===== config.mk =====
export PLATFORM = sky130hd
export DESIGN_NAME = instr_fetch_flat
export DESIGN_NICKNAME = d
export VERILOG_FILES = /design/src/rtl/instr_fetch_if.sv /design/src/rtl/instr_fetch.sv /design/src/flat_wrapper.sv
export SDC_FILE = /design/constraint.sdc
export NUM_CORES = 1
export LEC_CHECK = 0
export CAP_MARGIN = 0
export CORE_MARGIN = 1
export CORE_UTILIZATION = 44
export DETAILED_ROUTE_END_ITERATION = 16
export GPL_TIMING_DRIVEN = 0
export HOLD_SLACK_MARGIN = 0.06
export PLACE_DENSITY = 0.83
export SLEW_MARGIN = 20
export SYNTH_ARGS = -nofsm -noshare
export SYNTH_HDL_FRONTEND = slang
export SYNTH_SLANG_ARGS = --single-unit
export TNS_END_PERCENT = 20

===== constraint.sdc =====
create_clock -name clk -period 2.4 [get_ports clk]
set_input_delay 0.24 -clock clk [delete_from_list [all_inputs] [get_ports clk]]
set_output_delay 0.24 -clock clk [all_outputs]
set_load 0.005 [all_outputs]

===== src/rtl/instr_fetch_if.sv =====
// Instruction-memory bus between the fetch stage and the 128x32 instruction
// memory.
//   imem_adx   : word address (fetch -> memory)
//   imem_WrEn  : read enable, 1 = read (fetch -> memory)
//   imem_data  : instruction word, combinational read (memory -> fetch)
interface instr_fetch_if #(
    parameter int ADX_LENGTH = 7,
    parameter int DATA_WIDTH = 32
);
    logic [ADX_LENGTH-1:0] imem_adx;
    logic                  imem_WrEn;
    logic [DATA_WIDTH-1:0] imem_data;

    modport master (output imem_adx, output imem_WrEn, input  imem_data);
    modport slave  (input  imem_adx, input  imem_WrEn, output imem_data);
endinterface


===== src/rtl/instr_fetch.sv =====
// Instruction fetch stage. Owns the PC, drives the instruction memory and
// captures the returned word into the IF/ID pipeline register.
// Ports:
//   clk, rst        : clock, asynchronous active-high reset
//   imem            : instruction-memory bus (master side)
//   stall           : hold PC and IF/ID
//   flush           : turn IF/ID into a bubble
//   branch_taken    : redirect PC to branch_target (highest priority)
//   if_id_instr/pc1/valid : IF/ID pipeline register
//   halted          : fetch stopped on a halt word
//   fetch_count     : saturating count of valid instructions issued
module instr_fetch #(
    parameter int                       ADX_LENGTH = 7,
    parameter int                       DATA_WIDTH = 32,
    parameter int                       RESET_PC   = 0,
    parameter logic [DATA_WIDTH-1:0]    HALT_WORD  = 32'hFFFFFFFF,
    parameter int                       CNT_WIDTH  = 16
) (
    input  logic                  clk,
    input  logic                  rst,
    instr_fetch_if.master         imem,
    input  logic                  stall,
    input  logic                  flush,
    input  logic                  branch_taken,
    input  logic [ADX_LENGTH-1:0] branch_target,
    output logic [DATA_WIDTH-1:0] if_id_instr,
    output logic [ADX_LENGTH-1:0] if_id_pc1,
    output logic                  if_id_valid,
    output logic                  halted,
    output logic [CNT_WIDTH-1:0]  fetch_count
);

    typedef enum logic {S_RUN, S_HALT} state_t;

    state_t                state, state_nxt;
    logic [ADX_LENGTH-1:0] pc, pc_nxt, pc_inc;
    logic [DATA_WIDTH-1:0] instr_nxt;
    logic [ADX_LENGTH-1:0] pc1_nxt;
    logic                  valid_nxt;
    logic [CNT_WIDTH-1:0]  cnt_nxt;

    assign imem.imem_adx  = pc;
    assign imem.imem_WrEn = 1'b1;
    assign halted         = (state == S_HALT);
    // Natural overflow of the ADX_LENGTH-bit add gives the 127 -> 0 wrap.
    assign pc_inc         = pc + 1'b1;

    always_ff @(posedge clk or posedge rst) begin
        if (rst) begin
            state       <= S_RUN;
            pc          <= ADX_LENGTH'(RESET_PC);
            if_id_instr <= '0;
            if_id_pc1   <= '0;
            if_id_valid <= 1'b0;
            fetch_count <= '0;
        end else begin
            state       <= state_nxt;
            pc          <= pc_nxt;
            if_id_instr <= instr_nxt;
            if_id_pc1   <= pc1_nxt;
            if_id_valid <= valid_nxt;
            fetch_count <= cnt_nxt;
        end
    end

    always_comb begin
        state_nxt = state;
        pc_nxt    = pc;
        instr_nxt = if_id_instr;
        pc1_nxt   = if_id_pc1;
        valid_nxt = if_id_valid;
        cnt_nxt   = fetch_count;

        if (branch_taken) begin
            // Redirect wins over everything; the word in flight is wrong-path.
            state_nxt = S_RUN;
            pc_nxt    = branch_target;
            instr_nxt = '0;
            valid_nxt = 1'b0;
        end else if (state == S_HALT) begin
            instr_nxt = '0;
            valid_nxt = 1'b0;
        end else if (flush) begin
            instr_nxt = '0;
            valid_nxt = 1'b0;
            if (!stall) pc_nxt = pc_inc;
        end else if (!stall) begin
            instr_nxt = imem.imem_data;
            pc1_nxt   = pc_inc;
            valid_nxt = 1'b1;
            if (!(&fetch_count)) cnt_nxt = fetch_count + 1'b1;
            // The halt word itself is issued; the PC parks on its address.
            if (imem.imem_data == HALT_WORD) state_nxt = S_HALT;
            else                             pc_nxt    = pc_inc;
        end
    end

endmodule


===== src/flat_wrapper.sv =====
// flat-port wrapper written by rule: the top's interface ports become plain ports
module instr_fetch_flat 
#(
    parameter int                       ADX_LENGTH = 7,
    parameter int                       DATA_WIDTH = 32,
    parameter int                       RESET_PC   = 0,
    parameter logic [DATA_WIDTH-1:0]    HALT_WORD  = 32'hFFFFFFFF,
    parameter int                       CNT_WIDTH  = 16
)
  (clk, rst, stall, flush, branch_taken, branch_target, if_id_instr, if_id_pc1, if_id_valid, halted, fetch_count, imem_imem_adx, imem_imem_WrEn, imem_imem_data);
  instr_fetch_if #(.ADX_LENGTH(ADX_LENGTH), .DATA_WIDTH(DATA_WIDTH)) imem_i ();
  input  logic clk;
  input  logic rst;
  input  logic stall;
  input  logic flush;
  input  logic branch_taken;
  input  logic [ADX_LENGTH-1:0] branch_target;
  output logic [DATA_WIDTH-1:0] if_id_instr;
  output logic [ADX_LENGTH-1:0] if_id_pc1;
  output logic if_id_valid;
  output logic halted;
  output logic [CNT_WIDTH-1:0] fetch_count;
  output wire logic [$bits(imem_i.imem_adx)-1:0] imem_imem_adx;
  output wire logic [$bits(imem_i.imem_WrEn)-1:0] imem_imem_WrEn;
  input wire logic [$bits(imem_i.imem_data)-1:0] imem_imem_data;
  assign imem_imem_adx = imem_i.imem_adx;
  assign imem_imem_WrEn = imem_i.imem_WrEn;
  assign imem_i.imem_data = imem_imem_data;
  instr_fetch #(.ADX_LENGTH(ADX_LENGTH), .DATA_WIDTH(DATA_WIDTH), .RESET_PC(RESET_PC), .HALT_WORD(HALT_WORD), .CNT_WIDTH(CNT_WIDTH)) u_core (.clk(clk), .rst(rst), .imem(imem_i), .stall(stall), .flush(flush), .branch_taken(branch_taken), .branch_target(branch_target), .if_id_instr(if_id_instr), .if_id_pc1(if_id_pc1), .if_id_valid(if_id_valid), .halted(halted), .fetch_count(fetch_count));
endmodule

==> results of run 1 <==
==> area by class of cell <==
type	count	area, um^2	area share
Sequential cell	64	1600	0.380
Multi-Input combinational cell	158	1140	0.270
Tap cell	75	93.8	0.0223
Clock inverter	3	65.1	0.0154
Buffer	10	45.0	0.0107
Clock buffer	13	149	0.0353
Timing Repair Buffer	108	1100	0.261
Inverter	5	21.3	0.00505
==> critical path, cell delays in order <==
cell	delay [ps]
clkdlybuf4s50_1	490
nand4_1	130
nor4_1	640
a31oi_2	370
mux2_2	370
==> metrics by stage <==
| stage | area, um^2 | TNS (ps) | std cells |
|---|---|---|---|
| global route | 4210 | 0 | 436 |
| global placement | 3970 | -33880 | 419 |
| CTS | 4210 | 0 | 436 |
| finish | 4210 | 0 | 436 |
| floorplan | 2810 | 0 | 237 |
| detailed placement | 4000 | 0 | 420 |
==> cells by family after synthesis <==
| family | after synthesis | synth area share |
|---|---|---|
| flip-flops | 64 | 0.571 |
| other | 1 | 0.00134 |
| multiplexers | 12 | 0.0482 |
| AND/OR/NAND/NOR | 70 | 0.139 |
| AO/OA/AOI/OAI | 59 | 0.165 |
| buffers and inverters | 15 | 0.0227 |
| XOR/XNOR | 14 | 0.0437 |
| adder cells (fa/ha/maj) | 2 | 0.00892 |
==> per-layer routing <==
metal  global-route usage  wire length, um  vias up
met2                0.350             3320      100
met5                    0                0        -
li1                     -                -     1141
met3               0.0711              538        6
met4               0.0737               58        0
met1                0.293             3170     1163
==> cell usage in the layout, fill, tap and decap left out, drive strengths merged <==
cell           netlist  final
clkdlybuf4s50        0    107
dfrtp               64     64
a22o                33     33
clkbuf               6     19
nor2                14     14
nand2               13     13
nand4               13     13
mux2                12     12
nand3                8      8
xnor2                8      8
nor3                 6      6
xor2                 6      6
o21ai                6      6
a31oi                6      6
a21oi                5      5
inv                  5      5
buf                  4      5
and4                 3      3
and2                 3      3
and3                 3      3
nor4                 3      3
or3                  2      2
o31ai                2      2
o211ai               2      2
ha                   2      2
bufinv               0      2
o2111ai              1      1
a311oi               1      1
nand2b               1      1
a311o                1      1
nor4b                1      1
o2bb2ai              1      1
a2111oi              1      1
conb                 1      1
clkinv               0      1
==> synthesized netlist by cell type, drive strengths merged <==
| cell type | number |
|---|---|
| dfrtp | 64 |
| a22o | 33 |
| nor2 | 14 |
| nand2 | 13 |
| nand4 | 13 |
| mux2 | 12 |
| nand3 | 8 |
| xnor2 | 8 |
| a31oi | 6 |
| clkbuf | 6 |
| nor3 | 6 |
| o21ai | 6 |
| xor2 | 6 |
| a21oi | 5 |
| inv | 5 |
| buf | 4 |
| and2 | 3 |
| and3 | 3 |
| and4 | 3 |
| nor4 | 3 |
| ha | 2 |
| o211ai | 2 |
| o31ai | 2 |
| or3 | 2 |
| a2111oi | 1 |
| a311o | 1 |
| a311oi | 1 |
| conb | 1 |
| nand2b | 1 |
| nor4b | 1 |
| o2111ai | 1 |
| o2bb2ai | 1 |
==> flip-flops by register name, summed over array words and instances (netlist names) <==
register	flops
u_core.fetch_count	16
u_core.halted	1
u_core.if_id_instr	32
u_core.if_id_pc1	7
u_core.if_id_valid	1
u_core.imem.imem_adx	7
==> final timing paths <==
kind	to	slack (ps)	from	depth (start not counted)
min in group clk	u_core.if_id_instr[10]$_DFFE_PP0P_	500	u_core.if_id_instr[10]$_DFFE_PP0P_	1
max in group asynchronous	u_core.if_id_valid$_DFFE_PP0P_	1750	rst	3
setup reg to reg	u_core.fetch_count[1]$_DFFE_PP0P_	410	u_core.fetch_count[0]$_DFFE_PP0P_	5
hold reg to reg	u_core.if_id_instr[10]$_DFFE_PP0P_	500	u_core.if_id_instr[10]$_DFFE_PP0P_	1
hold / removal	u_core.fetch_count[10]$_DFFE_PP0P_	150	rst	2
setup / recovery	u_core.imem.imem_adx[2]$_DFFE_PP0P_	380	imem_imem_data[23]	5
==> report_power, final <==
group	leakage [uW]	internal (uW)	switching [uW]	total (uW)
combinational	0.000840	406	225	631
clock	0.000108	614	392	1010
sequential	0.000836	1200	135	1340
==> results, run 1 <==
- The run finished with clean final reports.
- The top-level I/O count is roughly 110.
- The full die area is 0.00670 mm^2.
- Across the run, the number of max-cap violations was 0.
- The initial standard-cell utilization of the core is 0.466.
- The part of the Yosys area used for sequential elements is 0.571.
- The maximum clock insertion buffer count is 2.
- The post-detailed-placement half-perimeter wirelength is about 5100 um.
- The total of hold buffers inserted after clock tree synthesis is 0.
- The maximum number of pins on one net before global-route repair is 58.
- The total wire length is 7080 um.
- Clock tree synthesis inserted a total of 9 buffers.
- For the worst-skew pair, the clock arrives at the later sink with an insertion delay of 330 ps.
- The final layout contains approximately 400 nets.
- After clock tree synthesis, the setup repair step added 0 buffers.
- The number of global-route vias before repair came to 2330.
- The ratio of cells with drive above 1 in the final layout is 0.0970.
- Once layout is complete, the utilization of the core stands at 0.699.
- The number of max-slew violations in the final report is 0.
- The total power draw is 2970 uW.
- The upper clock frequency limit is around 500 MHz.
- Across all hold checks on the routed design, the worst slack comes to 146 ps.
- In this run the core area contains 28 standard-cell rows.
- The worst path required time is 2620 ps.
- Setup repair after global routing left no endpoint under its margin.
- The number of antenna violations at the first check in global routing came to 0.
- The power per cell area is 705 mW/mm^2.
- The mean routed wirelength per cell is 16.2 um.
- Setup violations remaining at the end of the flow were counted as 0.
- The number of nets in the synthesized netlist is 283.
- The die is 81.8 um tall.
- The layout-stage area growth over the synthesis result is 50.2%.
- The level count of the clock H-tree is 3.
- The pre-antenna-repair detailed-routing pass consisted of 4 iterations.
- The residual DRC count is 0.
- The register clock-pin slew on the reported worst setup and hold paths is 70 ps.
- Counting flops and latches in the post-synthesis netlist gives 64.
- The TritonCTS clock tree is built.
- In the post-synthesis netlist, the biggest area contributors are dfrtp_1, a22o_1, mux2_2.
- The worst setup path is launched from an input port.
- The post-synthesis cell area is 0.00281 mm^2.
- The final clock skew is 8.73 ps.
- The worst path in the final design needs a cycle of around 2000 ps, including I/O delays and setup.
- The region available for standard cell placement spans between 0.006 and 0.007 mm^2.
- Dividing the final minimum period by the clock period gives 0.842.
- The worst min-delay path category is in -> async.
- The critical-path maximum fanout is 7.
- The number of buffers inserted by port buffering is ~110.
- The number of hold violations in the final report came to 0.
- The filler cells instantiated in the layout total between 400 and 500.
- The first global-routing pass estimated 11200 um of wire.
- Across every metal layer, demand over resource in global routing totals 0.224.
- In this run the static leakage power is 0.00178 uW.
- The area share of the largest cell type after synthesis is 0.571.
- The worst setup slack after layout is about 380 ps.
- In this run the horizontal extent of the chip is approximately 80 um.
- The number of antenna diodes in the final layout is 0.
- The normalized max-slew margin is 0.504.
- After detailed routing, the number of vias per cell comes to approximately 5.5.
- For the pin with the worst max-slew slack, the measured transition is around 740 ps.
- The critical path in this run is classified as in -> reg.
- The largest voltage drop on the vdd net is 0.476 mV.
- The worst setup slack after placement is 70.1 ps.
- For this run, the number of Yosys warnings is 0.
- The cell type with the largest total area after synthesis is dfrtp_1.
- The post-synthesis area per instance is 11.8 um^2.
- The type of element capturing the critical path is a flip-flop.
- The number of unique standard cell types used by synthesis is 36.
- The congestion estimate from routability-driven global placement came to slightly below 0.8.
- The post-cts resize count is 0.
- After global routing the overflow that remains totals 0.
- For this design, the sink count on the clock tree is between 60 and 70.
- Clock tree synthesis selected as its root buffer the cell clkbuf_8.
- The detail route stage leaves a number of antenna-violating nets equal to 0.
- The first-iteration detailed-routing DRC count is 157.
- The via total after detailed routing is 2410.
- The data arrival time of the critical path is 2240 ps.
- Counting every instance in the synthesized netlist gives about 240.
Note: power is estimated with default switching activity, not from simulation.
==> run 2: changes to the inputs <==
- CORE_UTILIZATION: 44 -> 39
- PLACE_DENSITY: 0.83 -> 0.78
- clock period: 2.4 -> 1.7 ns (I/O delays scaled with it)
==> run 2 against run 1 <==
  * Setup slack got worse by 320 ps
  * Sequential share of layout area fell by 1.2 points
  * Die area rose by 13%
  * Sequential cell count did not move
  * Clock skew fell by 3.6 ps
  * Critical path depth did not move
  * Global-route usage fell by 2.1 points
  * Sequential power rose by 41%
  * Non-clock buffer count rose by 10
  * Register-to-register slack got worse by 350 ps
  * Highest routed layer unchanged
==> results, run 2 (same netlist as run 1, synthesis figures left out) <==
- The run finished with clean final reports.
- The full die area came to 0.00754 mm^2 (+13%).
- The largest incremental delay on the critical path is 380 ps (-260 ps).
- The register clock-pin slew on the reported worst setup and hold paths is 70 ps (about the same).
- The total of hold buffers inserted after clock tree synthesis was 0 (unchanged).
- The standard-cell row count came to 30 (+7.1%).
- The library cell used most frequently in the layout, excluding fill and tap cells, is clkdlybuf4s50_1.
- The number of buffer and inverter instances along the worst setup path came to 0 (-1).
- The static leakage was 0.00187 uW (+4.9%).
- The number of antenna violations at the first check in global routing is 0 (unchanged).
- The level count of the clock H-tree is 3 (unchanged).
- The filler cell count is 549 (+20%).
- The maximum clock insertion buffer count is 2 (unchanged).
- The power dissipated by switching net loads is 1080 uW (+44%).
- The top layer reached by signal wires is met4.
- The total routing usage reported by global routing is 0.203 (-0.0215).
- The path depth of the worst reg2reg path is 5 (unchanged).
- The register with the most flip-flops in the final layout is u_core.if_id_instr.
- The number of buffers inserted by port buffering came to 107 (unchanged).
- The internal power contribution came to 3000 uW (+35%).
- The tree is rooted in a clkbuf_8.
- The depth of the critical timing path with buffers and inverters included is 5 (unchanged).
- The data arrival time of the critical path was 1850 ps (-390 ps).
- The clock latency reported for the late side of the worst-skew pair is 320 ps (about the same).
- The maximum number of pins on one net before global-route repair is 31 (-47%).
- Derived from the worst setup path, the maximum achievable clock frequency is 608 MHz.
- The ratio of cells with drive above 1 in the final layout is 0.175 (+0.0782).
- The switching power as a share of total power was 0.265 (+0.0123).
- The number of max-slew violations in the final report was 0 (unchanged).
- The combinational group share of total power came to 0.247 (+0.035).
- The TritonCTS clock tree is built.
- The count of nets left with antenna violations after detail routing is 0 (unchanged).
- The average via count per standard cell was 5.30 (-4.2%).
- The slowest stage cell on the critical path is dfrtp_2.
- The net total in the final layout came to 412 (+2.5%).
- Dividing the final minimum period by the clock period gives 0.967.
- The mean routed wirelength per cell is 15.4 um (-4.9%).
- The time the worst path needs with I/O delays and setup is approximately 1600 ps.
- The worst setup path is launched from a flip-flop.
- The last weighted congestion value of the routability-driven placer is 0.770 (-2.5%).
- The power per cell area was 936 mW/mm^2 (+33%).
- The initial standard-cell utilization of the core is 0.408 (-0.0572).
- The total met2 wirelength after detailed routing came to 3400 um (+2.4%).
- The routed length on met1 is 3340 um (+5.6%).
- The number of buffers created by CTS is 9 (unchanged).
- The area of combinational cells with multiple inputs is 0.00119 mm^2 (+4.2%).
- The number of hold violations in the final report is 0 (unchanged).
- The largest registers in the layout are u_core.if_id_instr x32, u_core.fetch_count x16.
- The post-detailed-placement half-perimeter wirelength is 5120 um (+0.81%).
- The layout-stage area growth over the synthesis result is 55.8%.
- The top cell types in the final layout, fill and taps aside, are clkdlybuf4s50_1, dfrtp_1, a22o_1.
- The number of flip-flops in the largest register is 32 (unchanged).
- The post-route cell area came to 0.00437 mm^2 (+3.7%).
- The aggregate negative setup slack came to 0 ps (unchanged).
- Setup repair after global routing could not meet its margin everywhere.
- The area taken by flip-flops and latches was 0.00161 mm^2 (+0.39%).
- Traced cell by cell, the critical path runs through ha_2 > and4_4 > nand4_1 > nor2_1 > mux2_2.
- The total cell area at the placement stage came to 0.00405 mm^2 (+1.2%).
- The worst path required time is 1910 ps (-710 ps).
- The final clock skew is 5.09 ps (-3.65 ps).
- The diode insertion count for antenna repair came to 0 (unchanged).
- The clock share of power is 0.292 (-0.046).
- The number of global-route vias before repair was 2429 (+4.2%).
- The proportion of power drawn by flip-flops and latches was 0.461 (+0.012).
- The cell type group with the largest total delay on the critical path is simple AND/OR/NAND/NOR gates.
- The total wire length was 7210 um (+1.9%).
- The worst setup path is of the reg -> reg kind.
- The critical-path maximum fanout is 4 (-3).
- The first-pass detailed-route iteration total is 4 (unchanged).
- The total congestion overflow after global routing came to 0 (unchanged).
- The first-iteration detailed-routing DRC count was 53 (-66%).
- STA classifies the critical path endpoint as a flip-flop.
- The first-pass GRT wire length came to 11800 um (+5.6%).
- The number of sinks on the clock net is 64 (unchanged).
- The detailed route wirelength on metal3 is 416 um (-23%).
- The area of the placeable core was 0.00687 mm^2 (+14%).
- The horizontal die dimension was 86.8 um (+6.1%).
- The final count of negative-setup-slack endpoints is 0 (unchanged).
- The residual DRC count was 0 (unchanged).
- In this run the worst hold path is classified as in -> async.
- The count of max-cap constraint violations is 0 (unchanged).
- The worst hold slack after final layout was 186 ps (+40.5 ps).
- The top-level I/O count came to 109 (unchanged).
- The via total after detailed routing is 2474 (+2.7%).
- The largest voltage drop on the vdd net came to 0.516 mV (+8.3%).
- The overall die height was 86.8 um (+6.1%).
-- run 2: power by group through the flow --
| stage | combinational [uW] | clock [uW] | sequential [uW] |
|---|---|---|---|
| detailed placement | 896 | 0 | 1920 |
| CTS | 913 | 1220 | 1890 |
| global placement | 864 | 0 | 1910 |
| finish | 1010 | 1190 | 1890 |
| floorplan | 334 | 0 | 1890 |
| global route | 1110 | 1290 | 1920 |
-- run 2: layout make-up --
type,count,area share
Timing Repair Buffer,118,0.273
Sequential cell,64,0.368
Tap cell,96,0.0275
Buffer,10,0.0123
Clock buffer,13,0.0387
Clock inverter,3,0.00344
Inverter,5,0.00515
Multi-Input combinational cell,158,0.272
-- run 2: worst paths after layout --
path / start / end / slack, ps
worst max-delay path: u_core.fetch_count[0]$_DFFE_PP0P_ / u_core.fetch_count[14]$_DFFE_PP0P_ / 60
worst min-delay path: rst / u_core.if_id_instr[28]$_DFFE_PP0P_ / 190
worst max register to register: u_core.fetch_count[0]$_DFFE_PP0P_ / u_core.fetch_count[14]$_DFFE_PP0P_ / 60
worst min register to register: u_core.if_id_instr[5]$_DFFE_PP0P_ / u_core.if_id_instr[5]$_DFFE_PP0P_ / 500
max in group asynchronous: rst / u_core.if_id_instr[2]$_DFFE_PP0P_ / 1050
min in group clk: stall / u_core.halted$_DFF_PP0_ / 210
-- run 2: worst reg2reg max path, cell delays in order (launching register included) --
cell and delay (ps):
dfrtp_2 380, ha_2 210, and4_4 250, nand4_1 170
nor2_1 170, mux2_2 350
-- run 2: repair_timing --
| item | CTS | global route |
|---|---|---|
| pin swaps | 2 | 1 |
| buffers inserted | 3 | 6 |
| endpoints found under the setup margin | 27 | 51 |
| resized for setup | 8 | 22 |
-- run 2: metrics by stage --
step,util,total power [uW],instances,worst slack [ps]
finish,0.636,4090,467,55.4
global placement,0.582,2780,440,-555
global route,0.636,4310,467,-28.9
floorplan,-,2230,237,-39.9
CTS,0.624,4030,461,-28.9
detailed placement,0.589,2810,442,-574
-- run 2: routing by layer --
layer  global-route usage  up-vias
met5                    0        -
met4               0.0500        0
met3               0.0467        6
met2                0.327       92
met1                0.276     1221
li1                     -     1155
==> run 3: changes to the inputs <==
- CORE_MARGIN: 1 -> 4
==> run 3 against run 2 <==
  * Largest cell class unchanged
  * Core utilization rose by 0.053 points
  * Maximum frequency up 0.50%
  * Critical endpoint is now u_core.imem.imem_adx[4]$_DFFE_PP0P_
  * Global-route usage decreased by 1.8 points
  * Final area rose by 0.63%
  * Largest power group unchanged
  * Critical path depth stayed put
  * Combinational power hardly changed
  * Clock skew is 2.3 ps higher
  * Sequential power about the same
==> results, run 3 (same netlist as run 1, synthesis figures left out) <==
- The flow ran to the end, and the final reports show no timing, DRC or antenna violations.
- The overall die height is 92.8 um (+6.9%).
- The TritonCTS clock tree is built.
- The residual DRC count was 0 (unchanged).
- The number of global-route vias before repair is 2548 (+4.9%).
- The critical-path maximum fanout is 7 (+3).
- The standard-cell row count is 30 (unchanged).
- The horizontal die dimension is 92.8 um (+6.9%).
- The diode insertion count for antenna repair is 0 (unchanged).
- The layout-stage area growth over the synthesis result is 56.7%.
- The largest registers in the layout are u_core.if_id_instr x32, u_core.fetch_count x16.
- The total routing usage reported by global routing is 0.185 (-0.0177).
- The largest voltage drop on the vdd net was 0.395 mV (-23%).
- The initial standard-cell utilization of the core came to 0.406 (-0.00222).
- The filler cell count was 577 (+5.1%).
- The static leakage is 0.00186 uW (-0.56%).
- The level count of the clock H-tree is 3 (unchanged).
- The full die area is 0.00861 mm^2 (+14%).
- The number of buffer and inverter instances along the worst setup path is 1 (+1).
- The time the worst path needs with I/O delays and setup is 1640 ps (-8.23 ps).
- The post-route clock period utilization is 0.963 (-0.00484).
- The final clock skew came to 7.34 ps (+2.25 ps).
- The reg-to-reg setup timing slack is 70 ps (about the same).
- The ratio of cells with drive above 1 in the final layout came to 0.160 (-0.0153).
- The CTS root buffer is clkbuf_8.
- The min-delay analysis places its worst path in the category in -> async.
- The count of max-cap constraint violations is 0 (unchanged).
- The first-pass detailed-route iteration total is 4 (unchanged).
- The final count of negative-setup-slack endpoints was 0 (unchanged).
- The startpoint type of the worst setup path is an input port.
- The total of hold buffers inserted after clock tree synthesis was 0 (unchanged).
- The number of flip-flops in the largest register is 32 (unchanged).
- The core occupancy in the finished layout came to 0.637 (about the same).
- The via total after detailed routing is 2411 (-2.5%).
- The first-iteration detailed-routing DRC count was 51 (-3.8%).
- The largest incremental delay on the critical path is 500 ps (+120 ps).
- The first-pass GRT wire length was 12500 um (+5.9%).
- The number of max-slew violations in the final report is 0 (unchanged).
- The post-detailed-placement half-perimeter wirelength is 5620 um (+9.7%).
- The worst path required time came to 1920 ps (about the same).
- The total congestion overflow after global routing is 0 (unchanged).
- The register clock-pin slew on the reported worst setup and hold paths is 70 ps (about the same).
- In the layout the commonest cells are clkdlybuf4s50_1, dfrtp_1, a22o_1.
- The average via count per standard cell was 5.18 (-2.1%).
- Grouping stages by cell kind, the critical path spends the most delay in simple AND/OR/NAND/NOR gates.
- The data arrival time of the critical path was 1850 ps (about the same).
- The count of nets left with antenna violations after detail routing was 0 (unchanged).
- The number of sinks on the clock net is 64 (unchanged).
- The upper clock frequency limit came to 611 MHz (+0.50%).
- The top-level I/O count is 109 (unchanged).
- The clock latency reported for the late side of the worst-skew pair was 330 ps (about the same).
- The number of buffers created by CTS is 9 (unchanged).
- The net total in the final layout is 410 (-0.49%).
- The power per cell area is 974 mW/mm^2 (+4.0%).
- The number of hold violations in the final report was 0 (unchanged).
- The maximum number of pins on one net before global-route repair is 33 (+6.5%).
- The worst hold slack after final layout is 122 ps (-64.1 ps).
- The type of element capturing the critical path is a flip-flop.
- The mean routed wirelength per cell came to 16.6 um (+7.3%).
- Walking the worst path, the cells encountered are clkdlybuf4s50_1 > nand4_1 > nor4_4 > a31oi_2 > mux2_2.
- The slowest stage cell on the critical path is clkdlybuf4s50_1.
- The critical path is of the in -> reg type.
- The number of buffers inserted by port buffering was 107 (unchanged).
- The largest register by flop count is u_core.if_id_instr.
- The maximum clock insertion buffer count is 2 (unchanged).
- The area of the placeable core is 0.00691 mm^2 (+0.55%).
- The total wire length was 7710 um (+6.8%).
- The number of antenna violations at the first check in global routing is 0 (unchanged).
- The most common library cell in the layout ignoring fill and taps is clkdlybuf4s50_1.
- The last weighted congestion value of the routability-driven placer is 0.801 (+4.0%).
==> run 3: final cells by class <==
class,count,area (um^2),area share
sequential,64,1610,0.366
timing repair buffer,116,1170,0.267
tap,96,120,0.0273
inverter,5,22.5,0.00512
clock inverter,3,65.1,0.0148
clock buffer,13,149,0.0339
buffer,10,48.8,0.0111
multi-input combinational,158,1210,0.275
==> run 3: layer usage <==
| layer | global-route usage | part of all wire | up-vias | routed length (um) |
|---|---|---|---|---|
| met2 | 0.289 | 0.47 | 89 | 3620 |
| met5 | 0 | 0 | - | 0 |
| li1 | - | - | 1155 | - |
| met1 | 0.245 | 0.46 | 1155 | 3510 |
| met3 | 0.0463 | 0.058 | 12 | 447 |
| met4 | 0.0757 | 0.015 | 0 | 118 |
==> run 3: stage by stage <==
| stage | instances | worst slack (ps) | cell area, um^2 | total power [uW] | TNS, ps |
|---|---|---|---|---|---|
| 6_report | 465 | 63.6 | 4400 | 4280 | 0 |
| 5_1_grt | 465 | -18.7 | 4400 | 4520 | -28.2 |
| 4_1_cts | 463 | -21.0 | 4330 | 4320 | -76.8 |
| 3_5_place_dp | 442 | -635 | 4040 | 2820 | -23720 |
| 3_3_place_gp | 440 | -603 | 4000 | 2780 | -20640 |
| 2_1_floorplan | 237 | -39.9 | 2810 | 2230 | -39.9 |
==> run 3: report_power, final <==
part	switching [uW]	internal [uW]	total, uW
logic	369	618	986
clock network	556	866	1420
registers	170	1700	1870
==> run 3: worst paths after layout <==
check                                                       start                                   to  cells after the start
worst min register to register  u_core.if_id_instr[8]$_DFFE_PP0P_    u_core.if_id_instr[8]$_DFFE_PP0P_                      1
max in group asynchronous                                     rst  u_core.imem.imem_adx[1]$_DFFE_PP0P_                      4
worst min-delay path                                          rst   u_core.if_id_instr[23]$_DFFE_PP0P_                      2
worst max register to register  u_core.fetch_count[0]$_DFFE_PP0P_   u_core.fetch_count[14]$_DFFE_PP0P_                      5
worst max-delay path                            imem_imem_data[5]  u_core.imem.imem_adx[4]$_DFFE_PP0P_                      5
min in group clk                                            stall              u_core.halted$_DFF_PP0_                      2
==> run 3: repair_timing <==
action / 4_1_cts / 5_1_grt
buffers inserted: 5 / 2
resized for setup: 10 / 20
endpoints found under the hold margin: 0 / 0
endpoints found under the setup margin: 35 / 48
pin swaps: 2 / 2
gates cloned: 0 / 0
